[config.mk]
export PLATFORM = sky130hd
export DESIGN_NAME = vram_blit_writer
export DESIGN_NICKNAME = d
export VERILOG_FILES = /design/src/rtl/vram_blit_writer.sv
export SDC_FILE = /design/constraint.sdc
export NUM_CORES = 1
export LEC_CHECK = 0
export ABC_AREA = 1
export CORE_MARGIN = 3
export CORE_UTILIZATION = 30
export CTS_CLUSTER_SIZE = 10
export DETAILED_ROUTE_END_ITERATION = 8
export HOLD_SLACK_MARGIN = 0.08
export MAX_ROUTING_LAYER = met4
export PLACE_DENSITY = 0.53
export SYNTH_ARGS = -nofsm -noshare
export SYNTH_HDL_FRONTEND = slang
export SYNTH_SLANG_ARGS = --single-unit
export TNS_END_PERCENT = 10
[constraint.sdc]
create_clock -name CLK -period 4.5 [get_ports CLK]
set_input_delay 0.9 -clock CLK [delete_from_list [all_inputs] [get_ports CLK]]
set_output_delay 0.9 -clock CLK [all_outputs]
set_load 0.01 [all_outputs]
[src/rtl/vram_blit_writer.sv]
`default_nettype none
// ============================================================================
// Module  : vram_blit_writer
// Brief   : Realigns sprite-buffer reads with target addresses, drops keyed or
//           off-screen pixels, writes the back VRAM bank and swaps banks.
// Revision: 1.0 - initial release
// ============================================================================
module vram_blit_writer #(
    parameter int               VRAM_A_WIDTH      = 16,
    parameter int               SPRITEBUF_A_WIDTH = 14,
    parameter int               COLOR_WIDTH       = 12,
    parameter int               SCREEN_WIDTH      = 320,
    parameter int               SCREEN_HEIGHT     = 180,
    parameter int               READ_LATENCY      = 1,
    parameter logic [11:0]      TRANSPARENT_KEY   = 12'hF0F
) (
    input  logic                         CLK,
    input  logic                         rst,
    input  logic                         i_is_layer_drawing,
    input  logic [VRAM_A_WIDTH-1:0]      i_address_screen,
    input  logic [SPRITEBUF_A_WIDTH-1:0] i_address_s,
    input  logic                         i_screenend,
    output logic [SPRITEBUF_A_WIDTH-1:0] o_sprite_addr,
    input  logic [COLOR_WIDTH-1:0]       i_sprite_data,
    output logic                         o_vram_we,
    output logic [VRAM_A_WIDTH:0]        o_vram_addr,
    output logic [COLOR_WIDTH-1:0]       o_vram_din,
    output logic                         o_disp_bank,
    output logic                         o_frame_ready,
    output logic [15:0]                  o_pix_written,
    output logic                         o_overrun
);

    localparam logic [1:0] S_IDLE  = 2'd0;
    localparam logic [1:0] S_DRAW  = 2'd1;
    localparam logic [1:0] S_FLUSH = 2'd2;
    localparam logic [1:0] S_DONE  = 2'd3;

    localparam logic [VRAM_A_WIDTH:0]  SCREEN_PIXELS =
        (VRAM_A_WIDTH+1)'(SCREEN_WIDTH * SCREEN_HEIGHT);
    localparam logic [1:0]             FLUSH_LAST    = 2'(READ_LATENCY);
    localparam logic [COLOR_WIDTH-1:0] KEY           = COLOR_WIDTH'(TRANSPARENT_KEY);

    logic                    pipe_v_q [READ_LATENCY];
    logic                    pipe_v_d [READ_LATENCY];
    logic [VRAM_A_WIDTH-1:0] pipe_a_q [READ_LATENCY];
    logic [VRAM_A_WIDTH-1:0] pipe_a_d [READ_LATENCY];

    logic [1:0]              state_q, state_d;
    logic [1:0]              flush_cnt_q, flush_cnt_d;
    logic                    vram_we_q, vram_we_d;
    logic [VRAM_A_WIDTH:0]   vram_addr_q, vram_addr_d;
    logic [COLOR_WIDTH-1:0]  vram_din_q, vram_din_d;
    logic                    disp_bank_q, disp_bank_d;
    logic                    frame_ready_q, frame_ready_d;
    logic [15:0]             pix_written_q, pix_written_d;
    logic                    overrun_q, overrun_d;
    logic                    clear_cnt;

    assign o_sprite_addr = i_address_s;

    always_comb begin
        pipe_v_d[0] = i_is_layer_drawing;
        pipe_a_d[0] = i_address_screen;
        for (int i = 1; i < READ_LATENCY; i++) begin
            pipe_v_d[i] = pipe_v_q[i-1];
            pipe_a_d[i] = pipe_a_q[i-1];
        end
    end

    for (genvar g = 0; g < READ_LATENCY; g++) begin : g_stage
        always_ff @(posedge CLK or negedge rst) begin
            if (!rst) begin
                pipe_v_q[g] <= 1'b0;
                pipe_a_q[g] <= '0;
            end else begin
                pipe_v_q[g] <= pipe_v_d[g];
                pipe_a_q[g] <= pipe_a_d[g];
            end
        end
    end

    // The tail stage lines up with the BRAM data for the same pixel.
    always_comb begin
        vram_we_d   = pipe_v_q[READ_LATENCY-1]
                      && (i_sprite_data != KEY)
                      && ({1'b0, pipe_a_q[READ_LATENCY-1]} < SCREEN_PIXELS);
        vram_addr_d = vram_addr_q;
        vram_din_d  = vram_din_q;
        if (vram_we_d) begin
            vram_addr_d = {~disp_bank_q, pipe_a_q[READ_LATENCY-1]};
            vram_din_d  = i_sprite_data;
        end
    end

    always_comb begin
        state_d       = state_q;
        flush_cnt_d   = flush_cnt_q;
        disp_bank_d   = disp_bank_q;
        frame_ready_d = 1'b0;
        overrun_d     = overrun_q;
        clear_cnt     = 1'b0;
        case (state_q)
            S_IDLE: begin
                if (i_is_layer_drawing) begin
                    state_d   = S_DRAW;
                    clear_cnt = 1'b1;
                end
            end
            S_DRAW: begin
                if (i_screenend) overrun_d = 1'b1;
                if (!i_is_layer_drawing) begin
                    state_d     = S_FLUSH;
                    flush_cnt_d = 2'd0;
                end
            end
            S_FLUSH: begin
                // A screenend here, even on the completing cycle, forfeits this swap.
                if (i_screenend) overrun_d = 1'b1;
                if (i_is_layer_drawing) begin
                    state_d = S_DRAW;
                end else if (flush_cnt_q == FLUSH_LAST) begin
                    state_d = S_DONE;
                end else begin
                    flush_cnt_d = flush_cnt_q + 2'd1;
                end
            end
            S_DONE: begin
                if (i_screenend) begin
                    state_d       = S_IDLE;
                    disp_bank_d   = ~disp_bank_q;
                    frame_ready_d = 1'b1;
                end else if (i_is_layer_drawing) begin
                    state_d   = S_DRAW;
                    clear_cnt = 1'b1;
                end
            end
            default: state_d = S_IDLE;
        endcase
    end

    always_comb begin
        pix_written_d = pix_written_q;
        if (clear_cnt) begin
            pix_written_d = 16'd0;
        end else if (vram_we_q && (pix_written_q != 16'hFFFF)) begin
            pix_written_d = pix_written_q + 16'd1;
        end
    end

    always_ff @(posedge CLK or negedge rst) begin
        if (!rst) begin
            state_q       <= S_IDLE;
            flush_cnt_q   <= 2'd0;
            vram_we_q     <= 1'b0;
            vram_addr_q   <= '0;
            vram_din_q    <= '0;
            disp_bank_q   <= 1'b0;
            frame_ready_q <= 1'b0;
            pix_written_q <= 16'd0;
            overrun_q     <= 1'b0;
        end else begin
            state_q       <= state_d;
            flush_cnt_q   <= flush_cnt_d;
            vram_we_q     <= vram_we_d;
            vram_addr_q   <= vram_addr_d;
            vram_din_q    <= vram_din_d;
            disp_bank_q   <= disp_bank_d;
            frame_ready_q <= frame_ready_d;
            pix_written_q <= pix_written_d;
            overrun_q     <= overrun_d;
        end
    end

    assign o_vram_we     = vram_we_q;
    assign o_vram_addr   = vram_addr_q;
    assign o_vram_din    = vram_din_q;
    assign o_disp_bank   = disp_bank_q;
    assign o_frame_ready = frame_ready_q;
    assign o_pix_written = pix_written_q;
    assign o_overrun     = overrun_q;

endmodule
`default_nettype wire

Word level (Yosys, flattened, before mapping). Index checks and enable logic that the tools add are counted.

Register bits after elaboration: 70. Logic and storage cells: 53. Bits of input ports: 46. Output and inout port bits: 63.

$lt $le $gt $ge: 1. Mux-type cells: 17. Bitwise operators: 1. Reduce and logical (&&, ||, !) cells: 11. Equal/unequal tests: 10. Add/sub/neg operators: 2.

Operators by type and width (count): $mux W16 (2); $add A16 B1 Y16 const B (1); $lt A16 B16 Y1 const B (1); $mux W2 (8); $ne A16 B16 Y1 const B (1); $ne A12 B12 Y1 const B (1); $pmux W2 S4 (1); $ne A2 B2 Y1 const B (3); $reduce_and A2 Y1 (3); $eq A2 B1 Y1 const B (2); $eq A2 B2 Y1 const B (2); $mux W1 (4); $pmux W2 S2 (1); $reduce_and A4 Y1 (1); $reduce_bool A2 Y1 (2); $logic_and A1 B1 Y1 (3); $ne A3 B3 Y1 const B (1); $add A2 B1 Y2 const B (1); $logic_not A2 Y1 (1); $pmux W1 S2 (1); $reduce_or A2 Y1 (1); $not A1 Y1 (1).

Longest topological paths before layout.
Word-level depth: 4. Gate-level depth with buffers: 10.

Least setup slack after synthesis. No wires, ideal clock.

Path kind: input port to output port. Start point: input i_address_s[0]. End point: output o_sprite_addr[0]. Path slack: 2.581 ns. Data arrival time: 1.019 ns. Path buffers: 1. Required time: 3.600 ns. Cell stages on the path: 1. Cell sequence: buf_4.

RTL lines: from (decl) (line 21) `input logic [SPRITEBUF_A_WIDTH-1:0] i_address_s,`; to (decl) (line 23) `output logic [SPRITEBUF_A_WIDTH-1:0] o_sprite_addr,`.

No word-level cell between the ends.

Final worst setup path.
Start point: input i_screenend. End point: register pix_written_q[13], in the netlist o_pix_written[13].

Cells in the longest elaborated chain, start to end: 3.

RTL lines: from (decl) (line 22) `input logic i_screenend,`; $mux W1 (*) (line 129) `if (i_screenend) begin`; $pmux W1 S2 (*) (line 103) `case (state_q)`; $mux W16 / $reduce_bool A2 Y1 (equally long branches); to (signal assigned) (line 170) `pix_written_q <= pix_written_d;`; to (decl) (line 56) `logic [15:0] pix_written_q, pix_written_d;`.

Mark *: on every way between the ends. The rest lies on a longest branch, timed or not. A chain may end at the register's enable or synchronous reset.

==> qor.yml <==
worst_setup_path:
  path_depth: 9
  cp-end-kind: "register"
  r2r_setup_slack_ps: 2110
  cp.required_ps: 4770
  cpMostUsedCell: "nand2_1"
  cp-start-kind: "primary input"
  crit_start: "i_screenend"
  worst_r2r_startpoint: "pipe_v_q"
  crit_chain: "clkdlybuf4s50_1 -> inv_1 -> nand2_1 -> nand2_1 -> nand3_1 -> inv_1 -> nor2_2 -> nand2_1 -> nand2_1"
  path_class: "in2reg"
  cp_top_family: "simple AND/OR/NAND/NOR gates"
  crit_fanout: 20
  r2r_end: "o_vram_addr[7]"
  worstPathArrival_ps: 2810
  critPathSlowestCell: "nand3_1"
  slowest_delay_ps: 560
  r2r_cells: 4
  critPathBufInv: 3
  cp-endpoint: "o_pix_written[13]"
floorplan:
  die_y_microns: 111
  die-area_sq_um: 12300
  rows: 37
  ioPinCount: 109
  start_util: 0.313
  dieWidth_microns: 111
  design.core.area_sq_um: 10500
global_route:
  grt_pass1_wl_microns: 13500
  grt_use_met2: 0.226
  grt_overflow: 0
  grt_max_degree: 71
  busiest_layer: "met2"
  use_met3: 0.0464
  grt_usage: 0.138
  grt_pass1_vias: 2715
  gr-usage-met1: 0.161
  antenna_found_initial: 0
place:
  port_buffers: 80
  finalWeightedCongestion: 0.853
  post-place-ws_ps: 1610
  dp_hpwl_microns: 5620
route:
  drt_wl_total_microns: 7950
  vias_per_cell: 4.60
  wl_per_cell_microns: 13.5
  first_pass_iters: 4
  drc: 0
  vias: 2710
  final_antenna_net_count: 0
  drtIter0Drc: 111
logic_synthesis:
  synth_cells: 384
  synth_top_family_by_area: "simple AND/OR/NAND/NOR gates"
  synthFlopType: "dfrtp_1"
  ys_ff_latch: 70
  synth_edf_count: 0
  yosys.area_share.simple: 0.296
  yosysWarnings: 0
  synth_compound_area_frac: 0.0278
  async_reset_ff_frac: 1.00
  synth-adder-area-share: 0.0266
  avgSynthCellArea_sq_um: 8.57
  seq_area_frac_synth: 0.533
  synth_xor_area_frac: 0.0186
  syn_nets: 437
  synth.distinct_cells: 28
  netlist_area_sq_um: 3290
  synth_mux_area_frac: 0
final_layout:
  n_antenna_cell: 0
  area_growth_pct: 31.8
  final_layout_size_suffix_gt1_frac: 0.0618
  finish.utilization: 0.413
  final_nets: 502
sta:
  hold_violations: 0
  worstMarginPinSlew_ps: 1020
  maxSlewViolCount: 0
  finalCritPeriodShare: 0.563
  relSlewSlack: 0.322
  setup_violations: 0
  setup_ws_ps: 1970
  rsz0062_at_grt: "false"
  setup_tns_ps: 0
  period_needed_ps: 2530
  skew_ps: 11.1
  fmax_mhz: 395
clock_network:
  cts_resized: 0
  cts_sinks: 70
  cts_buffers: 9
  clockBufferDepth: 2
  cts_setup_buffers: 0
  cts.hold.buffers_added: 0
  clock_latency_ps: 340
  cts_root_buf: "clkbuf_8"
  cts_tree: "built"
  cts.clk_slew.worst_paths_ps: 70
  htreeDepth: 3
status:
  outcome: "completed"
power_and_ir_drop:
  p_leak_nw: 2.08
  p_per_area_nw_per_um2: 406
  ir_worst_vdd_v: 0.000193
run:
  maxCapViolations: 0
min_path:
  holdCritPathClass: "reg2reg"
-- synth_stat cells, types with 2 or more instances --
master	instances	area, sq um
nand4_1	32	200
inv_1	34	128
nor2_2	2	12.5
a21oi_1	4	20.0
nand3_1	21	105
dfrtp_1	70	1750
nor2_1	29	109
buf_2	9	45.0
buf_4	16	120
ha_1	7	87.6
nand3b_1	3	22.5
nand2_2	2	12.5
o21ai_0	8	40.0
xor2_1	5	43.8
xnor2_1	2	17.5
nand2_1	125	469
inv_2	2	7.51
clkbuf_1	3	11.3
-- metrics by stage --
step | total power [mW] | cell area [sq um] | hold slack, ps | cells
2_1_floorplan | 0.978 | 3290 | 478 | 384
4_1_cts | 1.79 | 4340 | 476 | 589
3_3_place_gp | 1.16 | 4090 | 457 | 574
3_5_place_dp | 1.16 | 4090 | 458 | 574
5_1_grt | 1.87 | 4340 | 495 | 589
6_report | 1.76 | 4340 | 471 | 589
-- worst register-to-register path, stage by stage (launching register included) --
cell     delay (ps)
dfrtp_1        1010
nand3_1         710
buf_4           420
nand2_1          90
nand2_1          50
-- worst min-delay path by stage --
| stage | depth (start not counted) | slack [ps] | from | end |
|---|---|---|---|---|
| 2_1_floorplan | 2 | 480 | pipe_a_q[0] | o_vram_addr[0] |
| 3_3_place_gp | 2 | 460 | o_vram_din[11] | o_vram_din[11] |
| 3_5_place_dp | 2 | 460 | o_vram_din[8] | o_vram_din[8] |
| 4_1_cts | 2 | 480 | o_vram_din[8] | o_vram_din[8] |
| 5_1_grt | 2 | 490 | o_vram_din[8] | o_vram_din[8] |
| 6_report | 2 | 470 | o_vram_din[8] | o_vram_din[8] |
-- final cells by class --
cell class / count / area [sq um]
fill: 1054 / 6170
sequential: 70 / 1750
multi-input combinational: 249 / 1210
timing repair buffer: 83 / 821
tap: 136 / 170
clock buffer: 10 / 138
inverter: 36 / 135
clock inverter: 5 / 106
-- sequential cells by signal, summed over array words and instances, names as in the netlist, 2 cells and up --
register,flops
flush_cnt_q,2
o_pix_written,16
o_vram_addr,17
o_vram_din,12
pipe_a_q,16
state_q,2
-- routing by layer --
layer,routed length (microns),vias up
met2,3840,78
met1,3590,1262
met3,430,16
met4,95,0
li1,-,1354
met5,0,-
-- cells in the final DEF, fill, tap and decap left out, types with 7 or more instances in the layout --
cell type          n
nand4_1           32
nand2_1          125
o21ai_0            8
inv_1             34
ha_1               7
clkbuf_8          10
nand3_1           21
nor2_1            29
dfrtp_1           70
clkdlybuf4s50_1   79
-- power breakdown --
group	switching, mW	internal (mW)	total, mW	leakage, nW
Sequential	0.0610	0.700	0.761	0.872
Combinational	0.198	0.183	0.381	1.09
Clock	0.237	0.382	0.619	0.119
Total	0.496	1.27	1.76	2.08
-- logic make-up after synthesis --
group	Yosys count
simple gates	219
flops	70
buf+inv	65
compound gates	16
xor+xnor	7
fa+ha+maj	7
(Power assumes the default switching activity.)
